<file path="config.mk">
export PLATFORM = sky130hd
export DESIGN_NAME = exe
export DESIGN_NICKNAME = d
export VERILOG_FILES = /design/src/rtl/exe.sv
export SDC_FILE = /design/constraint.sdc
export NUM_CORES = 1
export LEC_CHECK = 0
export ABC_AREA = 1
export CAP_MARGIN = 20
export CORE_MARGIN = 3
export CORE_UTILIZATION = 55
export CTS_CLUSTER_SIZE = 24
export DETAILED_ROUTE_END_ITERATION = 6
export PLACE_DENSITY = 0.74
export SKIP_CTS_REPAIR_TIMING = 1
export SLEW_MARGIN = 25
export SYNTH_ARGS = -nofsm -noshare
export SYNTH_HDL_FRONTEND = slang
export SYNTH_SLANG_ARGS = --single-unit
</file>
<file path="constraint.sdc">
create_clock -name i_clk -period 7.3 [get_ports i_clk]
set_clock_uncertainty 0.2 [all_clocks]
set_input_delay 1.095 -clock i_clk [delete_from_list [all_inputs] [get_ports i_clk]]
set_output_delay 1.095 -clock i_clk [all_outputs]
set_load 0.01 [all_outputs]
</file>
<file path="src/rtl/exe.sv">
//==============================================================================
// Module      : exe
// Description : Execute stage of a 10-bit datapath. A 16 x 10-bit register
//               file (R0 hard-wired to zero) feeds a combinational ALU.
//               Operand B is taken from the register file or from the
//               immediate input. One synchronous write port.
//
// Ports       : i_clk    - clock, rising edge active
//               i_rsn    - asynchronous active-low reset (clears R1..R15)
//               i_oper   - ALU opcode (ADD/SUB/SHIFT/AND/ORR/XOR/XNOR/MOVB)
//               i_reg0   - read address, operand A
//               i_reg1   - read address, operand B (when i_imm = 0)
//               i_reg2   - write address, 0 disables the write
//               i_data2  - write data
//               i_data   - immediate operand B
//               i_imm    - 1 selects i_data as operand B
//               o_data   - ALU result (combinational)
//               o_flag   - {N, Z, C, V} (combinational)
//
// Revision    : 1.0 - initial release
//==============================================================================
`default_nettype none

module exe #(
    parameter int DW = 10,
    parameter int AW = 4
) (
    input  logic          i_clk,
    input  logic          i_rsn,
    input  logic [2:0]    i_oper,
    input  logic [AW-1:0] i_reg0,
    input  logic [AW-1:0] i_reg1,
    input  logic [AW-1:0] i_reg2,
    input  logic [DW-1:0] i_data2,
    input  logic [DW-1:0] i_data,
    input  logic          i_imm,
    output logic [DW-1:0] o_data,
    output logic [3:0]    o_flag
);

    localparam int        c_NREG = 1 << AW;

    localparam logic [2:0] c_OP_ADD   = 3'd0;
    localparam logic [2:0] c_OP_SUB   = 3'd1;
    localparam logic [2:0] c_OP_SHIFT = 3'd2;
    localparam logic [2:0] c_OP_AND   = 3'd3;
    localparam logic [2:0] c_OP_ORR   = 3'd4;
    localparam logic [2:0] c_OP_XOR   = 3'd5;
    localparam logic [2:0] c_OP_XNOR  = 3'd6;
    localparam logic [2:0] c_OP_MOVB  = 3'd7;

    // Shift amounts at or beyond DW+1 behave identically (everything shifted
    // out, carry is fill bit), so the amount is saturated to DW+1.
    localparam int         c_SAT  = DW + 1;
    localparam int         c_SHW  = $clog2(c_SAT + 1);
    localparam int         c_EXTW = 2 * DW + 1;

    //--------------------------------------------------------------------------
    // Register file
    //--------------------------------------------------------------------------
    logic [DW-1:0] w_rf [0:c_NREG-1];

    assign w_rf[0] = '0;

    genvar k;
    generate
        for (k = 1; k < c_NREG; k++) begin : g_reg
            logic [DW-1:0] r_reg;

            always_ff @(posedge i_clk or negedge i_rsn) begin
                if (!i_rsn) begin
                    r_reg <= '0;
                end else if (i_reg2 == AW'(k)) begin
                    r_reg <= i_data2;
                end
            end

            assign w_rf[k] = r_reg;
        end
    endgenerate

    // Asynchronous reads, no bypass: the written value appears after the edge.
    logic [DW-1:0] w_a;
    logic [DW-1:0] w_b;

    assign w_a = w_rf[i_reg0];
    assign w_b = i_imm ? i_data : w_rf[i_reg1];

    //--------------------------------------------------------------------------
    // Shifter: B >= 0 shifts left, B < 0 shifts right arithmetically by -B
    //--------------------------------------------------------------------------
    logic                    w_b_neg;
    logic [DW-1:0]           w_amt_raw;
    logic [c_SHW-1:0]        w_amt;
    logic [c_EXTW-1:0]       w_shl;
    logic signed [c_EXTW-1:0] w_shr;

    assign w_b_neg   = w_b[DW-1];
    // Two's complement negate; -(-2^(DW-1)) is still correct read as unsigned.
    assign w_amt_raw = w_b_neg ? (~w_b + DW'(1)) : w_b;
    assign w_amt     = (w_amt_raw >= DW'(c_SAT)) ? c_SHW'(c_SAT) : w_amt_raw[c_SHW-1:0];

    // Left: the bit just above the result window is the last bit shifted out.
    assign w_shl = {{(DW + 1){1'b0}}, w_a} << w_amt;
    // Right: A sits in the top of the word; the bit just below the window is
    // the last bit shifted out (sign once everything has been shifted out).
    assign w_shr = $signed({w_a, {(DW + 1){1'b0}}}) >>> w_amt;

    //--------------------------------------------------------------------------
    // ALU
    //--------------------------------------------------------------------------
    logic [DW:0]   w_sum;
    logic [DW:0]   w_dif;
    logic [DW-1:0] w_res;
    logic          w_c;
    logic          w_v;

    assign w_sum = {1'b0, w_a} + {1'b0, w_b};
    assign w_dif = {1'b0, w_a} - {1'b0, w_b};

    always_comb begin
        w_res = '0;
        w_c   = 1'b0;
        w_v   = 1'b0;
        case (i_oper)
            c_OP_ADD: begin
                w_res = w_sum[DW-1:0];
                w_c   = w_sum[DW];
                w_v   = (w_a[DW-1] == w_b[DW-1]) && (w_sum[DW-1] != w_a[DW-1]);
            end
            c_OP_SUB: begin
                w_res = w_dif[DW-1:0];
                w_c   = ~w_dif[DW];   // carry = no borrow
                w_v   = (w_a[DW-1] != w_b[DW-1]) && (w_dif[DW-1] != w_a[DW-1]);
            end
            c_OP_SHIFT: begin
                if (w_b_neg) begin
                    w_res = w_shr[c_EXTW-1 -: DW];
                    w_c   = w_shr[DW];
                end else begin
                    w_res = w_shl[DW-1:0];
                    w_c   = w_shl[DW];
                end
            end
            c_OP_AND:  w_res = w_a & w_b;
            c_OP_ORR:  w_res = w_a | w_b;
            c_OP_XOR:  w_res = w_a ^ w_b;
            c_OP_XNOR: w_res = ~(w_a ^ w_b);
            c_OP_MOVB: w_res = w_b;
            default:   w_res = '0;
        endcase
    end

    assign o_data = w_res;
    assign o_flag = {w_res[DW-1], (w_res == '0), w_c, w_v};

endmodule

`default_nettype wire

</file>
== Word-level counts from Yosys, hierarchy flattened ==
Index checks and enable logic that the tools add are counted.

* Register bits: 150
* Bits of input ports: 38
* Output and inout port bits: 14
* Word-level logic and storage cells: 75

* Add/sub/neg operators: 3
* Order comparisons: 3
* Equality and inequality tests: 26
* Shift operators: 2
* Mux-type cells: 14
* Bitwise gates (word level): 8
* Reduce and logical (&&, ||, !) cells: 4

{| class="wikitable"
|+ Operators by type and width
! operator !! count
|-
| $bmux 10 s4 || 2
|-
| $pmux 10 s8 || 1
|-
| $mux 10 || 7
|-
| $eq 4x4->1 const B || 8
|-
| $sshr 21x4->21 || 1
|-
| $not 10->10 || 2
|-
| $eq 4x3->1 const B || 4
|-
| $eq 3x3->1 const B || 4
|-
| $add 10x10->11 || 1
|-
| $shl 10x4->11 || 1
|-
| $sub 10x10->11 || 1
|-
| $add 10x1->10 const B || 1
|-
| $and 10x10->10 || 1
|-
| $ge 10x4->1 const B || 1
|-
| $ge 5x5->1 const B || 2
|-
| $logic_not 10->1 || 1
|-
| $not 4->5 || 2
|-
| $or 10x10->10 || 1
|-
| $xor 10x10->10 || 1
|-
| $eq 4x2->1 const B || 2
|-
| $eq 3x2->1 const B || 2
|-
| $eq 4x1->1 const B || 1
|-
| $mux 4 || 1
|-
| $eq 3x1->1 const B || 1
|-
| other kinds (8) || 11
|}

== Logic depth before layout (Yosys ltp) ==
Gate-level depths: netlist of run 1.

* Depth after elaboration: 14
* Depth in mapped cells: 34
* Mapped depth without buffers: 32

== Least setup slack after synthesis of run 1 ==
Ideal clock, no wire load.

* Kind: input port to output port
* Start point: in i_reg0[0]
* End point: out o_flag[2]
* Arrival: 4870 ps
* Required time: 6005 ps
* Slack: 1135 ps
* Cell stages on the path: 29
* Buffers on the path: 3
* Cell sequence: clkbuf_1 -> clkinv_1 -> clkbuf_1 -> clkbuf_1 -> a21oi_1 -> o21ai_0 -> o211ai_1 -> o211ai_1 -> nand2_1 -> ha_1 -> inv_1 -> fa_1 -> nand2_1 -> nand2_1 -> a21oi_1 -> nor2_1 -> nor2_1 -> o21ai_0 -> inv_1 -> nor2_1 -> nor2_1 -> o21ai_0 -> o21ai_0 -> nor2_1 -> a2111oi_0 -> a21oi_2 -> nor2_1 -> nand3_1 -> nor2_1

* Word-level cells in the longest chain between the ends: 8
* Elaborated cells between the ends (all ways): 15
* Those cells by class: add/sub (2); shift (2); mux (5); bitwise (5); reduce/logical (1)

{| class="wikitable"
|+ RTL lines
! what !! line !! text
|-
| start: declaration || 31 || <nowiki>input logic [AW-1:0] i_reg0,</nowiki>
|-
| $not 4->5 (not written as such) * || 86 || <nowiki>assign w_a = w_rf[i_reg0];</nowiki>
|-
| $bmux 10 s4 * || 86 ||
|-
| $mux 10 (not written as such) * (2 in a row) || 86 ||
|-
| branches (longest 2 deep; another with $sub 10x10->11) || - ||
|-
| $pmux 10 s8 * || 125 || <nowiki>case (i_oper)</nowiki>
|-
| via o_data[8] || 37 || <nowiki>output logic [DW-1:0] o_data,</nowiki>
|-
| $logic_not 10->1 * || 155 || <nowiki>assign o_flag = {w_res[DW-1], (w_res == '0), w_c, w_v};</nowiki>
|-
| end: declaration || 38 || <nowiki>output logic [3:0] o_flag</nowiki>
|}

Mark *: on every way through the listed nets, which the timed path passes. The select of a mux whose other input is x is not followed.

== Worst setup path in the final report of run 1 ==
* Start point: in i_reg1[2]
* End point: out o_flag[2]

* Word-level cells in the longest chain between the ends: 14
* Elaborated cells between the ends (all ways): 21
* Those cells by class: add/sub (3); order compare (1); shift (2); mux (8); bitwise (6); reduce/logical (1)

{| class="wikitable"
|+ RTL lines
! what !! line !! text
|-
| start: declaration || 32 || <nowiki>input logic [AW-1:0] i_reg1,</nowiki>
|-
| $not 4->5 (not written as such) * || 87 || <nowiki>assign w_b = i_imm ? i_data : w_rf[i_reg1];</nowiki>
|-
| $bmux 10 s4 * || 87 ||
|-
| $mux 10 (not written as such) * (2 in a row) || 87 ||
|-
| $mux 10 * || 87 ||
|-
| $not 10->10 || 100 || <nowiki>assign w_amt_raw = w_b_neg ? (~w_b + DW'(1)) : w_b;</nowiki>
|-
| $add 10x1->10 || 100 ||
|-
| $mux 10 || 100 ||
|-
| $ge 10x4->1 || 101 || <nowiki>assign w_amt = (w_amt_raw >= DW'(c_SAT)) ? c_SHW'(c_SAT) : w_amt_raw[c_SHW-1:0];</nowiki>
|-
| $mux 4 || 101 ||
|-
| $shl 10x4->11 / $sshr 21x4->21 (equally long branches) || 104, 107 ||
|-
| $mux 10 || 137 || <nowiki>if (w_b_neg) begin</nowiki>
|-
| $pmux 10 s8 * || 125 ||
|-
| $logic_not 10->1 * || 155 ||
|}

Every way passes the cells marked *; elsewhere a longest branch is shown, timed or not. The select of a mux whose other input is x is not followed.

==> impl_results.md, run 1 <==
- Maximum vdd drop: 0.1550 mV
- Static leakage: 5.988 nW
- Pre-antenna DRT Iters: 7
- ANT cells: 0
- FF+latch count, synth: 150
- I/O pin count: 52
- Mean Syn Cell Area: 6.621 µm²
- Total Wirelength: 38360 µm
- Clock tree buffer depth: 2
- Worst-skew pair later-pin latency: 0.43 ns
- CP Class: in2out
- Yosys warning count: 0
- Failing checks: DRC
- CP max stage delay: 0.55 ns
- Antenna viol nets, final: 0
- Final setup viols: 0
- Fin crit period: 7.012 ns
- Syn Nets: 1767
- P_int: 0.001768 W
- Worst-path maximum fanout: 17
- Area after DPL: 11790 µm²
- Core area: 19780 µm²
- Starting DRT DRC Count: 1470
- Netlist cell types: 54
- Vias: 11901
- Psw: 0.001117 W
- Comb power frac: 30.9%
- CP bufs+invs: 5
- Port-buffer cells: 51
- Register area share after synthesis: 33.43%
- Nets: 1762
- Slew Limit Headroom: 43.71%
- Max_cap viols: 0
- Clock Power Share: 31.0%
- Final Max Tran Viols: 0
- Worst path most repeated cell: nand2_1
- CTS Sinks: 150
- Max Freq: 142.6 MHz
- H-Tree Level Count: 4
- Final period util: 96.06%
- Die Area: 22170 µm²
- Placed cells: 1933
- Part of the power in registers: 38.2%
- Post-Layout Inst Area: 12520 µm²
- Die width: 148.9 µm
- Number of flip-flops in the largest register: 150
- Overall Global Routing Usage: 34.45%
- DRC errors left: 16
- Delay-heaviest family, CP: simple AND/OR/NAND/NOR gates
- Area Overhead vs Synth: 11.45%
- TNS Setup: 0 ns
- Initial Util: 56.77%
- Initial antenna violation count: 0
- Predominant post-synthesis flop cell: dfrtp_1
- Overflow after GRT: 0
- Pwr Total: 0.002884 W
- TritonCTS clock tree: built
- Worst min path class: reg2reg
- Vias in the first global route: 10954
- Post-Layout Cell Count: 1969
- EDFF count, synth: 0
- Share of cells above drive strength 1: 6.808%
- Setup crit end kind: output pin
- Clk pin slew, worst setup/hold paths: 0.07 ns
- Post-synth ARST share: 100.0%
- Final Wtd Congestion: 0.9587
- First-pass GRT wire length: 60120 µm
- Die height: 148.9 µm
- Routed wire per std cell: 19.48 µm
- RSZ-0062 raised after global routing: false
- Site row count: 51
- Critical Path Slowest Stage Cell: clkdlybuf4s50_1
- Via/cell ratio: 6.044
- Final Hold Fails: 0
- Pwr dens: 230.5 nW/µm²
- Synthesized instance count: 1696
- Crit path launch type: primary input
- Arrival time worst endpoint: 5.72 ns
- CTS root buf: clkbuf_16
- Worst Tran Pin Value: 0.8423 ns
- Status: finished with violations
- Mapped Area: 11230 µm²
- Switch share: 38.71%
- Pin count of the biggest net entering global routing: 78
- CP required: 6.00 ns
- Num CTS Buffers: 17
- DP HPWL: 26610 µm
[cell families after synthesis]
logic type / count (synthesis) / synth area share, %
flip-flops: 150 / 33.43
AND/OR/NAND/NOR: 764 / 28.90
buffers and inverters: 298 / 11.13
AO/OA/AOI/OAI: 445 / 22.19
adder cells (fa/ha/maj): 33 / 3.811
XOR/XNOR: 6 / 0.5348
[final cells by class]
cell class                      count  area [µm²]
Fill cell                        1864        7266
Multi-Input combinational cell   1248        6257
Sequential cell                   150        3754
Timing Repair Buffer               87       842.1
Inverter                          187       721.9
Clock buffer                       17       425.4
Tap cell                          265       331.6
Clock inverter                     15       183.9
[synthesized netlist by cell type, drive strengths merged, types with 6 or more instances]
cell	count	area, µm²
o311ai	8	70.07
nor3	7	35.03
ha	31	387.9
xor2	6	60.06
nand4	8	65.06
nand3	166	875.8
clkbuf	72	270.3
dfrtp	150	3754
nor2	90	356.6
o21ai	252	1261
or2	10	62.56
buf	39	274.0
inv	183	689.4
nand2	479	1823
o211ai	44	330.3
a21oi	105	533.0
[per-stage QoR]
stage	utilization, %	hold slack, ns	worst slack [ns]
after CTS	62.68	0.2902	0.09580
after floorplan	-	0.2530	1.135
after global placement	59.58	0.2668	0.2357
final	63.27	0.2869	0.2877
after detailed placement	59.60	0.2736	0.1013
after global routing	63.27	0.3067	0.01321
[worst min-delay path: cells and delay by family (launching register included)]
kind	cells	cell delay (ns)
flops	1	0.34
compound gates	1	0.06
simple gates	1	0.05
[path summary, 6_finish.rpt]
kind	endpoint	slack, ns	cells after the start	from
min reg2reg	g_reg[11].r_reg[5]$_DFFE_PN0N_	0.29	2	g_reg[11].r_reg[5]$_DFFE_PN0N_
max in group asynchronous	g_reg[9].r_reg[3]$_DFFE_PN0N_	5.35	2	i_rsn
min	g_reg[11].r_reg[5]$_DFFE_PN0N_	0.29	2	g_reg[11].r_reg[5]$_DFFE_PN0N_
min in group asynchronous	g_reg[12].r_reg[7]$_DFFE_PN0N_	0.43	1	i_rsn
max	o_flag[2]	0.29	26	i_reg1[2]
max reg2reg	g_reg[5].r_reg[6]$_DFFE_PN0N_	6.34	2	g_reg[5].r_reg[6]$_DFFE_PN0N_
[layer usage]
metal | vias up | GRT usage [%] | share of wire (%)
li1 | 5599 | - | -
met4 | 0 | 13.78 | 4.1
met2 | 694 | 54.67 | 46
met5 | - | 0 | 0
met3 | 116 | 6.624 | 9.0
met1 | 5492 | 46.69 | 41
[placed cells by master, fill, tap and decap left out, drive strengths merged, types with 3 or more instances in the layout]
| cell type | synthesis | routed |
|---|---|---|
| a2111oi | 3 | 3 |
| a211oi | 3 | 3 |
| a21oi | 105 | 105 |
| a221o | 4 | 4 |
| a221oi | 4 | 4 |
| buf | 39 | 40 |
| clkbuf | 72 | 18 |
| clkdlybuf4s50 | 0 | 46 |
| clkinv | 4 | 12 |
| clkinvlp | 0 | 3 |
| dfrtp | 150 | 150 |
| ha | 31 | 31 |
| inv | 183 | 187 |
| nand2 | 479 | 479 |
| nand3 | 166 | 166 |
| nand4 | 8 | 8 |
| nor2 | 90 | 90 |
| nor3 | 7 | 7 |
| o2111ai | 4 | 4 |
| o211ai | 44 | 44 |
| o21ai | 252 | 252 |
| o311ai | 8 | 8 |
| or2 | 10 | 10 |
| xor2 | 6 | 6 |
[power groups by stage]
| stage | sequential [W] | combinational, W | clock (W) |
|---|---|---|---|
| detailed placement | 0.00111 | 0.000856 | 0 |
| global placement | 0.00111 | 0.000845 | 0 |
| finish | 0.00110 | 0.000891 | 0.000893 |
| CTS | 0.00110 | 0.000862 | 0.000899 |
| floorplan | 0.00108 | 0.000611 | 0 |
| global route | 0.00112 | 0.00100 | 0.000936 |
No activity file was read; power rests on OpenSTA's default activity.
==> run 2: changes to the inputs <==
CTS_CLUSTER_DIAMETER = 40   (was not set)
==> results of run 2 <==
No change in the layout: final DEF, timing and power equal those of run 1.
==> run 3: changes to the inputs <==
SKIP_CTS_REPAIR_TIMING = not set   (was 1)
==> results of run 3 <==
No change in the layout: final DEF, timing and power equal those of run 1.
